$ cat config.mk
export PLATFORM = sky130hd
export DESIGN_NAME = ucie_stack_wrr_scheduler
export DESIGN_NICKNAME = d
export VERILOG_FILES = /design/src/rtl/ucie_pkg.sv /design/src/rtl/ucie_rr_pick.sv /design/src/rtl/ucie_stack_wrr_scheduler.sv
export SDC_FILE = /design/constraint.sdc
export NUM_CORES = 1
export LEC_CHECK = 0
export CORE_MARGIN = 3
export CORE_UTILIZATION = 25
export CTS_CLUSTER_DIAMETER = 30
export DETAILED_ROUTE_END_ITERATION = 16
export GPL_TIMING_DRIVEN = 0
export SLEW_MARGIN = 25
export SYNTH_ARGS = -nofsm -noshare
export SYNTH_HDL_FRONTEND = slang
export SYNTH_SLANG_ARGS = --single-unit
$ cat constraint.sdc
create_clock -name clk -period 4.6 [get_ports clk]
set_input_delay 1.38 -clock clk [delete_from_list [all_inputs] [get_ports clk]]
set_output_delay 1.38 -clock clk [all_outputs]
set_load 0.05 [all_outputs]
$ cat src/rtl/ucie_pkg.sv
// Shared types and default sizing for the UCIe stack scheduler.
package ucie_pkg;

    localparam int unsigned NUM_STACKS_DEFAULT = 4;
    localparam int unsigned CREDIT_W_DEFAULT   = 8;
    localparam int unsigned WEIGHT_W_DEFAULT   = 4;
    localparam int unsigned RET_COUNT_W        = 4;

    typedef enum logic [1:0] {
        StIdle   = 2'd0,
        StGrant  = 2'd1,
        StRefill = 2'd2
    } sched_state_t;

endpackage

$ cat src/rtl/ucie_rr_pick.sv
// Rotating first-set search: lowest set bit of req at or after start, wrapping.
module ucie_rr_pick #(
    parameter int unsigned N     = 4,
    parameter int unsigned IDX_W = 2
) (
    input  logic [N-1:0]     req,
    input  logic [IDX_W-1:0] start,
    output logic [IDX_W-1:0] idx,
    output logic             found
);

    always_comb begin
        idx   = '0;
        found = |req;
        // Walk downwards so the candidate closest to start is written last.
        for (int k = int'(N) - 1; k >= 0; k--) begin
            if (req[(int'(start) + k) % int'(N)]) begin
                idx = IDX_W'((int'(start) + k) % int'(N));
            end
        end
    end

endmodule

$ cat src/rtl/ucie_stack_wrr_scheduler.sv
// Weighted round-robin flit scheduler across protocol stacks with per-stack
// link credits and per-round budgets.
module ucie_stack_wrr_scheduler
    import ucie_pkg::*;
#(
    parameter int unsigned NUM_STACKS = NUM_STACKS_DEFAULT,
    parameter int unsigned CREDIT_W   = CREDIT_W_DEFAULT,
    parameter int unsigned WEIGHT_W   = WEIGHT_W_DEFAULT,
    localparam int unsigned IDX_W     = (NUM_STACKS > 1) ? $clog2(NUM_STACKS) : 1
) (
    input  logic                           clk,
    input  logic                           rst,
    input  logic [NUM_STACKS-1:0]          cfg_enable,
    input  logic [WEIGHT_W*NUM_STACKS-1:0] cfg_weight,
    input  logic [CREDIT_W*NUM_STACKS-1:0] cfg_init_credit,
    input  logic                           cfg_load,
    input  logic [NUM_STACKS-1:0]          req_valid,
    output logic [NUM_STACKS-1:0]          gnt,
    output logic                           gnt_valid,
    output logic [IDX_W-1:0]               gnt_stack_id,
    input  logic                           gnt_accept,
    input  logic                           credit_ret_valid,
    input  logic [IDX_W-1:0]               credit_ret_stack,
    input  logic [RET_COUNT_W-1:0]         credit_ret_count,
    output logic [CREDIT_W*NUM_STACKS-1:0] credit_avail,
    output logic                           credit_ovf_err,
    output logic [1:0]                     sched_state
);

    localparam int unsigned SUM_W = CREDIT_W + RET_COUNT_W + 1;
    localparam logic [SUM_W-1:0] CREDIT_MAX = {{(SUM_W - CREDIT_W){1'b0}}, {CREDIT_W{1'b1}}};

    sched_state_t         state_q, state_d;
    logic [IDX_W-1:0]     gnt_idx_q, gnt_idx_d;
    logic [IDX_W-1:0]     last_q, last_d;
    logic                 ovf_q, ovf_d;
    logic [CREDIT_W-1:0]  credit_q [NUM_STACKS];
    logic [CREDIT_W-1:0]  credit_d [NUM_STACKS];
    logic [WEIGHT_W-1:0]  budget_q [NUM_STACKS];
    logic [WEIGHT_W-1:0]  budget_d [NUM_STACKS];
    logic [SUM_W-1:0]     sum      [NUM_STACKS];
    logic [NUM_STACKS-1:0] elig, sel;
    logic [IDX_W-1:0]     start_idx, pick_idx;
    logic                 pick_found;
    logic                 consume;

    function automatic logic [WEIGHT_W-1:0] reload_budget(input logic [WEIGHT_W-1:0] w);
        return (w == '0) ? WEIGHT_W'(1) : w;
    endfunction

    always_comb begin
        for (int i = 0; i < NUM_STACKS; i++) begin
            elig[i] = cfg_enable[i] & req_valid[i] & (credit_q[i] != '0);
            sel[i]  = elig[i] & (budget_q[i] != '0);
        end
    end

    assign start_idx = (last_q == IDX_W'(NUM_STACKS - 1)) ? '0 : last_q + IDX_W'(1);
    // An accept only counts while the granted stack is still eligible.
    assign consume   = (state_q == StGrant) && gnt_accept && elig[gnt_idx_q] && !cfg_load;

    ucie_rr_pick #(
        .N     (NUM_STACKS),
        .IDX_W (IDX_W)
    ) u_rr_pick (
        .req   (sel),
        .start (start_idx),
        .idx   (pick_idx),
        .found (pick_found)
    );

    always_comb begin
        ovf_d = ovf_q;
        for (int i = 0; i < NUM_STACKS; i++) begin
            credit_d[i] = credit_q[i];
            budget_d[i] = budget_q[i];
            sum[i]      = SUM_W'(credit_q[i]);
            if (cfg_load) begin
                credit_d[i] = cfg_init_credit[i*CREDIT_W +: CREDIT_W];
                budget_d[i] = reload_budget(cfg_weight[i*WEIGHT_W +: WEIGHT_W]);
            end else begin
                if (state_q == StRefill) begin
                    budget_d[i] = reload_budget(cfg_weight[i*WEIGHT_W +: WEIGHT_W]);
                end
                if (credit_ret_valid && credit_ret_stack == IDX_W'(i)) begin
                    sum[i] = sum[i] + SUM_W'(credit_ret_count);
                end
                if (consume && gnt_idx_q == IDX_W'(i)) begin
                    sum[i]      = sum[i] - SUM_W'(1);
                    budget_d[i] = budget_q[i] - WEIGHT_W'(1);
                end
                if (sum[i] > CREDIT_MAX) begin
                    credit_d[i] = '1;
                    ovf_d       = 1'b1;
                end else begin
                    credit_d[i] = sum[i][CREDIT_W-1:0];
                end
            end
        end
        if (cfg_load) begin
            ovf_d = 1'b0;
        end
    end

    always_comb begin
        state_d   = state_q;
        gnt_idx_d = gnt_idx_q;
        last_d    = last_q;
        if (cfg_load) begin
            state_d = StIdle;
        end else begin
            unique case (state_q)
                StIdle: begin
                    if (pick_found) begin
                        gnt_idx_d = pick_idx;
                        state_d   = StGrant;
                    end else if (|elig) begin
                        state_d = StRefill;
                    end
                end
                StGrant: begin
                    if (!elig[gnt_idx_q]) begin
                        state_d = StIdle;
                    end else if (consume) begin
                        last_d = gnt_idx_q;
                        // Hold the same stack without a bubble while it still qualifies.
                        if (credit_d[gnt_idx_q] == '0 || budget_d[gnt_idx_q] == '0) begin
                            state_d = StIdle;
                        end
                    end
                end
                StRefill: state_d = StIdle;
                default:  state_d = StIdle;
            endcase
        end
    end

    always_ff @(posedge clk or posedge rst) begin
        if (rst) begin
            state_q   <= StIdle;
            gnt_idx_q <= '0;
            last_q    <= IDX_W'(NUM_STACKS - 1);
            ovf_q     <= 1'b0;
            for (int i = 0; i < NUM_STACKS; i++) begin
                credit_q[i] <= '0;
                budget_q[i] <= '0;
            end
        end else begin
            state_q   <= state_d;
            gnt_idx_q <= gnt_idx_d;
            last_q    <= last_d;
            ovf_q     <= ovf_d;
            for (int i = 0; i < NUM_STACKS; i++) begin
                credit_q[i] <= credit_d[i];
                budget_q[i] <= budget_d[i];
            end
        end
    end

    always_comb begin
        gnt          = '0;
        gnt_valid    = (state_q == StGrant);
        gnt_stack_id = gnt_valid ? gnt_idx_q : '0;
        if (gnt_valid) begin
            gnt[gnt_idx_q] = 1'b1;
        end
        credit_avail = '0;
        for (int i = 0; i < NUM_STACKS; i++) begin
            credit_avail[i*CREDIT_W +: CREDIT_W] = credit_q[i];
        end
    end

    assign credit_ovf_err = ovf_q;
    assign sched_state    = state_q;

endmodule

==> results of run 1 <==
cell usage after synthesis (7+ instances only):
master and n:
nand2b_1 12, or2_2 7, dfrtp_1 53, nor4_1 11, clkbuf_1 19, nor2b_1 7
a211o_1 8, inv_1 23, a211oi_1 8, mux2_2 13, o21ai_0 30, a2bb2oi_1 15
nand2_1 54, o22a_1 7, mux2i_1 19, ha_1 25, and2_1 10, a21oi_1 40
nand4_1 7, nand3_1 16, nor3_1 30, o31a_1 11, a31oi_1 12, xor2_1 12
xnor2_1 27, nor2_1 50, and3_1 12
path summary, 6_finish.rpt:
path / cells after the start / end / slack, ns / startpoint
setup / recovery: 13 / sched_state[0]$_DFFE_PP0P_ / 0.16 / credit_ret_count[0]
hold / removal: 2 / last_q[1]$_DFFE_PP1P_ / 0.50 / last_q[1]$_DFFE_PP1P_
setup reg to reg: 12 / sched_state[0]$_DFFE_PP0P_ / 0.98 / credit_avail[24]$_DFF_PP0_
hold reg to reg: 2 / last_q[1]$_DFFE_PP1P_ / 0.50 / last_q[1]$_DFFE_PP1P_
max in group asynchronous: 3 / last_q[1]$_DFFE_PP1P_ / 2.75 / rst
min in group asynchronous: 2 / credit_avail[11]$_DFF_PP0_ / 1.32 / rst
cell families after synthesis:
| kind of cell | after synthesis | share of synthesized area [%] |
|---|---|---|
| compound gates | 208 | 27.72 |
| xor+xnor | 39 | 6.029 |
| fa+ha+maj | 29 | 6.935 |
| buf+inv | 56 | 4.306 |
| flops | 55 | 24.34 |
| mux | 34 | 6.338 |
| simple gates | 256 | 24.34 |
cell usage in the layout (no fill, tap or decap), drive strengths merged, types with 6 or more instances in the layout:
| cell type | n |
|---|---|
| and3 | 12 |
| a211oi | 9 |
| a211o | 8 |
| nor2 | 50 |
| inv | 23 |
| o21ai | 35 |
| clkdlybuf4s50 | 100 |
| a2bb2oi | 15 |
| nor2b | 7 |
| and2 | 10 |
| or3 | 6 |
| a21oi | 43 |
| or2 | 11 |
| clkbuf | 30 |
| xnor2 | 27 |
| nor3 | 30 |
| nand2 | 54 |
| mux2 | 15 |
| ha | 25 |
| o22a | 7 |
| nand4 | 7 |
| a31oi | 15 |
| xor2 | 12 |
| o211ai | 6 |
| o31ai | 7 |
| nor4 | 13 |
| nand2b | 12 |
| dfrtp | 53 |
| nand3 | 18 |
| buf | 19 |
| o31a | 11 |
| mux2i | 19 |
sequential cells by signal, summed over array words and instances, names as in the netlist:
register,flops
last_q,2
gnt_idx_q,2
credit_avail,32
budget_q,16
sched_state,2
credit_ovf_err,1
timing repair:
item / CTS / global route
setup endpoints to repair: 1 / 1
gates resized for setup: 14 / 26
endpoints found under the hold margin: 0 / 0
gates cloned: 0 / 1
buffers inserted: 2 / 3
pin swaps: 0 / 5
layer usage:
metal	vias to the layer above	part of all wire, %
li1	2808	-
met1	2842	45
met2	240	46
met3	29	7.4
met4	0	2.1
met5	-	0
stage by stage:
step / util [%] / TNS (ns) / total power, mW / cell area, um2
after global routing: 33.72 / -0.008668 / 2.426 / 7427
after floorplan: - / 0 / 1.430 / 5665
after CTS: 33.07 / 0 / 2.255 / 7284
final: 33.72 / 0 / 2.293 / 7427
after detailed placement: 32.22 / -4.037 / 1.831 / 7097
after global placement: 32.08 / -3.998 / 1.814 / 7067
where the power goes:
part / switching [mW] / total, mW / internal (mW)
Combinational: 0.765 / 1.25 / 0.488
Clock: 0.191 / 0.393 / 0.203
Sequential: 0.0941 / 0.647 / 0.552
Total: 1.05 / 2.29 / 1.24
worst max-delay path: stages:
cell and delay, ns:
clkbuf_2 0.16, ha_1 0.26, fa_1 0.48, mux2i_2 0.23, ha_2 0.29, and2_1 0.14
a41oi_1 0.16, o21a_1 0.27, nor4_1 0.31, o221ai_1 0.18, a211o_1 0.36, nor4_4 0.33
o31ai_2 0.08
area by class of cell:
| cell class | count | share of cell area (%) |
|---|---|---|
| multi-input cells | 567 | 56.72 |
| well taps | 280 | 4.717 |
| clock inverters | 1 | 0.06739 |
| inverters | 24 | 1.247 |
| plain buffers | 32 | 2.072 |
| repair buffers | 111 | 14.82 |
| flip-flops and latches | 55 | 18.56 |
| clock buffers | 7 | 1.786 |
==> out/qor.txt, run 1 <==
Outcome - finished clean
Max Cap Viol - 0
#FFs+latches synth - 55
Root buf cell - clkbuf_16
Worst setup EP type - flip-flop
Final RePlAce weighted congestion - 0.9253
CP Max Fanout - 7
Gr usage total - 16.28%
Vias in the first global route - 5,731
GR Util met2 - 26.15%
Met3 global-route usage - 2.931%
CTS H-tree depth - 2
Die Span Y - 156.5 um
Worst Path Arrival - 4.63 ns
Crit path time final - 4.436 ns
Final setup viols - 0
Post-Syn Area - 5665 um2
Die width - 156.5 um
Fraction of registers with async set/reset - 100.0%
Final hold slack - 0.4978 ns
CTS tree - done
Worst vdd ir - 0.2160 mV
Leak - 2.791 nW
Number of synthesized flops with an enable pin - 0
Die ar. - 24,500 um2
Yosys top cell area share - 23.41%
Clock skew - 0.004068 ns
Clk sink count - 55
Initial DRT Pass Iterations - 5
CTS buffer count - 5
Relative slew margins - 43.09%
Top post-synthesis cells by area - dfrtp_1 (23%), ha_1 (5.5%), xnor2_1 (4.2%)
Number of nets in the layout - 892
Area growth syn-to-layout - 31.10%
Via density - 5.496
Synth warnings - 0
Hold Buf Count CTS - 0
Cell Count Post-Placement - 1,063
Row Count - 54
Worst-path clk slew - 0.07 ns
Clk Latency, worst-skew pair - 0.31 ns
I/O Pins - 109
Fill count - 2,311
Seq/Total Area, Yosys - 24.34%
Pin count of the biggest net entering global routing - 49
Via count of the routed design - 5,919
Fin worst setup slack - 0.1644 ns
Remaining Overflow, GRT - 0
IO buf count - 105
Post-detailed-route wirelength per cell - 19.05 um
WL final - 20,520 um
Req. time, crit path - 4.79 ns
Mean Syn Cell Area - 8.368 um2
Routing usage on met1 - 22.24%
Initial antenna violation count - 0
Setup Slack @ Placement - -0.9341 ns
Final non-filler cell total - 1,077
Multi-input gate area - 4213 um2
Peak Freq - 225.5 MHz
Final hold vios - 0
CORE AREA - 22,030 um2
Global-route wire length before repair - 31,370 um
Routed Antenna Nets - 0
Setup CP Type - in -> reg
Sequential Area - 1379 um2
Slew Limit Fails - 0
CTS Buffer Depth - 2
Post-route DRC violation count - 0
Part of the cycle the worst path needs - 96.43%
Ys flop type - dfrtp_1
Layout cells sized above 1 - 11.42%
Hold Crit Class - reg -> reg
Largest area contributor in the netlist - dfrtp_1
Syn_nets - 773
# diodes - 0
Tightest Pin Transition - 0.8536 ns
Synth cell types - 86
Startpoint types - input pin
Initial DRC Count - 363
Gate Count Post-Synth - 677
GRT Max-Usage Layer - met2
Initial Util - 25.72%
Pwr Density - 308.8 nW/um2
Hpwl dp - 16,040 um
No activity file was read; power rests on OpenSTA's default activity.
==> run 2, diff against run 1 <==
==> constraint.sdc (replaced) <==
create_clock -name clk -period 5.45 [get_ports clk]
set_input_delay 0.545 -clock clk [delete_from_list [all_inputs] [get_ports clk]]
set_output_delay 0.545 -clock clk [all_outputs]
set_load 0.05 [all_outputs]
==> run 2 against run 1 <==
Wire length is 1.6% lower. Via count is 1.0% lower. Die area stayed put. Critical path depth stayed put. Core utilization is 0.87 points lower. Critical endpoint unchanged. Clock skew is 0.0017 ns higher. Clock-buffer cell count stayed put. First-iteration DRC count is 5.0% higher. Total power is 18% lower.
==> out/qor.txt, run 2 (synthesized netlist as in run 1, its figures left out) <==
Outcome - finished clean
I/O Pins - 109 (unchanged)
Via density - 5.470 (-0.48%)
CTS buffer count - 5 (unchanged)
Pin count of the biggest net entering global routing - 49 (unchanged)
Final RePlAce weighted congestion - 0.9253 (unchanged)
Most common cell after layout, fill and taps aside - clkdlybuf4s50_1
Gr usage total - 16.23% (-0.053 points)
Final hold slack - 0.4873 ns (-0.01052 ns)
# diodes - 0 (unchanged)
Switching power - 0.8581 mW (-18%)
Post-CTS Setup Bufs - 0 (-2)
Slew Limit Fails - 0 (unchanged)
Layout cells sized above 1 - 8.091% (-3.3 points)
Hold Crit Class - in -> async
Final Core Density - 32.84% (-0.87 points)
Row Count - 54 (unchanged)
Worst Path Arrival - 4.58 ns (-0.05 ns)
CTS tree - done
Area growth syn-to-layout - 27.69%
Final setup viols - 0 (unchanged)
Pwr Density - 260.5 nW/um2 (-16%)
Setup CP Type - in -> reg
Total power - 1.885 mW (-18%)
Relative slew margins - 43.01% (-0.084 points)
Die ar. - 24,500 um2 (unchanged)
Die width - 156.5 um (unchanged)
Worst-path clk slew - 0.07 ns (about the same)
CTS H-tree depth - 2 (unchanged)
RSZ-0062 raised after global routing - false
Max reg flops - 32 (unchanged)
Int Power - 1.027 mW (-17%)
WL final - 20,190 um (-1.6%)
Peak Freq - 228.1 MHz
Root buf cell - clkbuf_16
Post-route DRC violation count - 0 (unchanged)
Part of the cycle the worst path needs - 80.45%
Initial DRC Count - 381 (+5.0%)
Multi-input gate area - 4043 um2 (-4.0%)
Sequential Area - 1379 um2 (unchanged)
Initial DRT Pass Iterations - 5 (unchanged)
Logic pwr share - 53.5% (-1.2 points)
Fill count - 2,318 (+0.30%)
Global-route wire length before repair - 31,240 um (-0.42%)
Remaining Overflow, GRT - 0 (unchanged)
Setup TNS - 0 ns (unchanged)
Crit path time final - 4.385 ns
Die Span Y - 156.5 um (unchanged)
Initial antenna violation count - 0 (unchanged)
Routed Antenna Nets - 0 (unchanged)
Worst setup EP type - flip-flop
Commonest non-fill, non-tap cells in the layout - clkdlybuf4s50_1 (105), nand2_1 (54), dfrtp_1 (53)
Startpoint types - input pin
CTS Buffer Depth - 2 (unchanged)
Sw Share - 45.52% (-0.25 points)
Via count of the routed design - 5,858 (-1.0%)
IO buf count - 105 (unchanged)
Final hold vios - 0 (unchanged)
Initial Util - 25.72% (unchanged)
Tightest Pin Transition - 0.8470 ns (-0.006555 ns)
Worst vdd ir - 0.1821 mV (-16%)
Max Cap Viol - 0 (unchanged)
Leak - 2.751 nW (-1.4%)
Hpwl dp - 16,040 um (unchanged)
Hold Buf Count CTS - 0 (unchanged)
Seq pwr share - 28.8% (+0.6 points)
CP Max Fanout - 10 (+3)
Post-detailed-route wirelength per cell - 18.85 um (-1.0%)
CORE AREA - 22,030 um2 (unchanged)
Post-CTS Resized - 0 (-14)
Clock skew - 0.005777 ns (+0.001708 ns)
Number of nets in the layout - 886 (-0.67%)
Req. time, crit path - 5.64 ns (+0.85 ns)
Clk Latency, worst-skew pair - 0.31 ns (about the same)
Clk sink count - 55 (unchanged)
Vias in the first global route - 5,695 (-0.63%)
Clk pwr share - 17.6% (+0.5 points)
[run 2: per-layer routing]
layer | up-vias | part of all wire [%] | GRT usage, %
met2 | 232 | 45 | 25.95
met3 | 29 | 7.3 | 2.959
li1 | 2793 | - | -
met5 | - | 0 | 0
met4 | 0 | 2.2 | 5.127
met1 | 2804 | 45 | 22.24
[run 2: final timing paths]
kind                                            start  slack (ns)                          to  depth (start not counted)
max                               credit_ret_count[1]        1.07  sched_state[0]$_DFFE_PP0P_                         13
min                                               rst        0.49      budget_q[10]$_DFF_PP0_                          2
max reg2reg                credit_avail[24]$_DFF_PP0_        1.65  sched_state[0]$_DFFE_PP0P_                         12
min reg2reg                     last_q[1]$_DFFE_PP1P_        0.50       last_q[1]$_DFFE_PP1P_                          2
max in group asynchronous                         rst        4.44       last_q[0]$_DFFE_PP1P_                          3
min in group clk                last_q[1]$_DFFE_PP1P_        0.50       last_q[1]$_DFFE_PP1P_                          2
[run 2: area by class of cell]
cell class	count	share of cell area, %
multi-input combinational	566	55.88
sequential	55	19.06
timing repair buffer	106	14.91
tap	280	4.843
buffer	32	2.127
clock buffer	7	1.833
inverter	24	1.280
clock inverter	1	0.06918
[run 2: worst max-delay path: stages]
cell             delay (ns)
clkdlybuf4s50_1        0.83
ha_1                   0.34
a211o_1                0.34
a21oi_2                0.19
o31ai_2                0.15
o31a_1                 0.36
o41ai_1                0.36
o21ai_1                0.13
buf_2                  0.21
o311ai_0               0.43
o2111ai_1              0.18
nor4_1                 0.43
o31ai_2                0.09
[run 2: power by group through the flow]
stage                     clock network [mW]  logic, mW  registers [mW]
after floorplan                            0      0.577           0.630
after global placement                     0      0.981           0.550
after detailed placement                   0      0.995           0.550
after CTS                              0.344       1.00           0.542
after global routing                   0.353       1.09           0.552
final                                  0.332       1.01           0.544
[run 2: metrics by stage]
stage | worst slack, ns | cell area [um2] | instances
floorplan | 1.875 | 5665 | 677
global placement | 0.7938 | 7067 | 1062
detailed placement | 0.7509 | 7097 | 1063
CTS | 1.104 | 7234 | 1071
global route | 0.7466 | 7234 | 1071
finish | 1.065 | 7234 | 1071
==> run 3, diff against run 2 <==
==> constraint.sdc (replaced) <==
create_clock -name clk -period 4.6 [get_ports clk]
set_input_delay 0.46 -clock clk [delete_from_list [all_inputs] [get_ports clk]]
set_output_delay 0.46 -clock clk [all_outputs]
set_load 0.05 [all_outputs]
==> run 3 against run 2 <==
Total power grew 18%. Core utilization barely moved. Global-route usage unchanged. Design area hardly changed. Clock power is 18% higher. Hold slack lost 0.085 ns. Via count fell by 0.26%. Combinational power rose by 18%. Setup slack lost 0.67 ns. Sequential power rose by 18%. Critical path type unchanged. Highest routed layer unchanged.
==> out/qor.txt, run 3 (synthesized netlist as in run 1, its figures left out) <==
Met3 Wirelength - 1417 um (-4.5%)
Final hold vios - 0 (unchanged)
Multi-input gate area - 4043 um2 (unchanged)
Worst path max stage delay - 0.59 ns (-0.24 ns)
Clock skew - 0.004420 ns (-0.001356 ns)
Leak - 2.761 nW (+0.33%)
Root buf cell - clkbuf_16
Final hold slack - 0.4024 ns (-0.08493 ns)
Max Cap Viol - 0 (unchanged)
Critical path's slowest cell - clkdlybuf4s50_1
Tightest Pin Transition - 0.8470 ns (-0.000005543 ns)
Cells along the critical path - clkdlybuf4s50_1 -> ha_1 -> fa_1 -> xor2_1 -> mux2i_1 -> nand3_2 -> o32a_1 -> a211oi_1 -> and3_1 -> o221ai_1 -> a211o_1 -> nor4_1 -> o31ai_2
Initial antenna violation count - 0 (unchanged)
Hold Buf Count CTS - 0 (unchanged)
Via count of the routed design - 5,843 (-0.26%)
Commonest non-fill, non-tap cells in the layout - clkdlybuf4s50_1 (104), nand2_1 (54), dfrtp_1 (53)
CTS tree - done
Sequential Area - 1379 um2 (unchanged)
Area growth syn-to-layout - 27.74% (about the same)
Startpoint types - input pin
Setup CP Type - in -> reg
Crit path time final - 4.205 ns
Total power - 2.229 mW (+18%)
Seq pwr share - 28.9% (about the same)
Slew Limit Fails - 0 (unchanged)
CTS Buffer Depth - 2 (unchanged)
Post-detailed-route wirelength per cell - 18.80 um (-0.25%)
Initial Util - 25.72% (unchanged)
DRT met1 WL - 9157 um (+0.27%)
Hpwl dp - 16,040 um (unchanged)
Req. time, crit path - 4.79 ns (-0.85 ns)
I/O Pins - 109 (unchanged)
CORE AREA - 22,030 um2 (unchanged)
Switching power - 1.013 mW (+18%)
CTS H-tree depth - 2 (unchanged)
Final RePlAce weighted congestion - 0.9253 (unchanged)
Final Core Density - 32.86% (about the same)
RSZ-0062 raised after global routing - false
Routed Antenna Nets - 0 (unchanged)
Int Power - 1.216 mW (+18%)
Final instance area - 7237 um2 (about the same)
Fill count - 2,319 (+0.043%)
Cell family with most CP delay - compound AO/OA/AOI/OAI gates
Buf/Inv on CP - 1 (-1)
Die ar. - 24,500 um2 (unchanged)
Post-route DRC violation count - 0 (unchanged)
Met2 WL - 9117 um (-0.13%)
Top routing layer used - met4
Die width - 156.5 um (unchanged)
Pin count of the biggest net entering global routing - 49 (unchanged)
Global-route wire length before repair - 31,240 um (unchanged)
Logic pwr share - 53.5% (about the same)
Clk pwr share - 17.6% (about the same)
Die Span Y - 156.5 um (unchanged)
Clk sink count - 55 (unchanged)
Initial DRC Count - 406 (+6.6%)
Row Count - 54 (unchanged)
WL final - 20,140 um (-0.25%)
Hold Crit Class - in -> async
Remaining Overflow, GRT - 0 (unchanged)
Final setup viols - 0 (unchanged)
Sw Share - 45.43% (-0.096 points)
Layout cells sized above 1 - 8.091% (unchanged)
Most common cell after layout, fill and taps aside - clkdlybuf4s50_1
Worst Path Arrival - 4.40 ns (-0.18 ns)
Gr usage total - 16.23% (unchanged)
Clk Latency, worst-skew pair - 0.31 ns (about the same)
Worst setup EP type - flip-flop
CTS buffer count - 5 (unchanged)
Relative slew margins - 43.01% (about the same)
Initial DRT Pass Iterations - 5 (unchanged)
Max reg flops - 32 (unchanged)
CP Max Fanout - 6 (-4)
Cell Area, Placed - 7097 um2 (unchanged)
Post-CTS Setup Bufs - 0 (unchanged)
Part of the cycle the worst path needs - 91.41%
Worst-path clk slew - 0.07 ns (about the same)
Outcome - finished clean
IO buf count - 105 (unchanged)
Peak Freq - 237.8 MHz
# diodes - 0 (unchanged)
Worst vdd ir - 0.2157 mV (+18%)
Pwr Density - 308.0 nW/um2 (+18%)
Vias in the first global route - 5,695 (unchanged)
Via density - 5.456 (-0.26%)
Number of nets in the layout - 886 (unchanged)
[run 3: cell types whose count changed in the layout (fill, tap and decap cells not counted)]
cell	before	now
clkdlybuf4s50_1	105	104
dlymetal6s2s_1	0	1
[run 3: routing by layer]
layer	GRT usage, %	vias to the layer above
li1	-	2791
met1	22.24	2806
met2	25.95	217
met3	2.959	29
met4	5.127	0
met5	0	-
[run 3: through the flow]
stage          std cells  setup TNS [ns]  worst slack [ns]
2_1_floorplan        677               0             1.025
3_3_place_gp        1062               0           0.02880
3_5_place_dp        1063        -0.01411          -0.01411
4_1_cts             1071               0            0.3393
5_1_grt             1071               0            0.1580
6_report            1071               0            0.3949
[run 3: layout make-up]
type,instances,area share (%)
multi-input combinational,566,55.86
tap,280,4.841
sequential,55,19.05
clock buffer,7,1.833
inverter,24,1.279
timing repair buffer,106,14.94
buffer,32,2.127
clock inverter,1,0.06916
[run 3: power groups by stage]
stage          combinational (mW)  clock (mW)  sequential [mW]
4_1_cts                      1.19       0.408            0.642
5_1_grt                      1.29       0.418            0.654
6_report                     1.19       0.392            0.644
3_5_place_dp                 1.18           0            0.651
3_3_place_gp                 1.16           0            0.652
2_1_floorplan               0.683           0            0.747
[run 3: worst paths after layout]
| kind | startpoint | end | slack (ns) | cells after the start |
|---|---|---|---|---|
| max | credit_ret_count[0] | sched_state[0]$_DFFE_PP0P_ | 0.39 | 13 |
| min | rst | budget_q[10]$_DFF_PP0_ | 0.40 | 2 |
| max in group asynchronous | rst | last_q[0]$_DFFE_PP1P_ | 3.67 | 3 |
| min reg2reg | last_q[1]$_DFFE_PP1P_ | last_q[1]$_DFFE_PP1P_ | 0.50 | 2 |
| min in group clk | cfg_load | budget_q[8]$_DFF_PP0_ | 0.48 | 2 |
| max reg2reg | credit_avail[24]$_DFF_PP0_ | sched_state[0]$_DFFE_PP0P_ | 0.80 | 12 |
[run 3: what timing repair did]
item / CTS / global route
setup endpoints to repair: 0 / 1
hold endpoints to repair: 0 / 0
gates resized for setup: 0 / 1
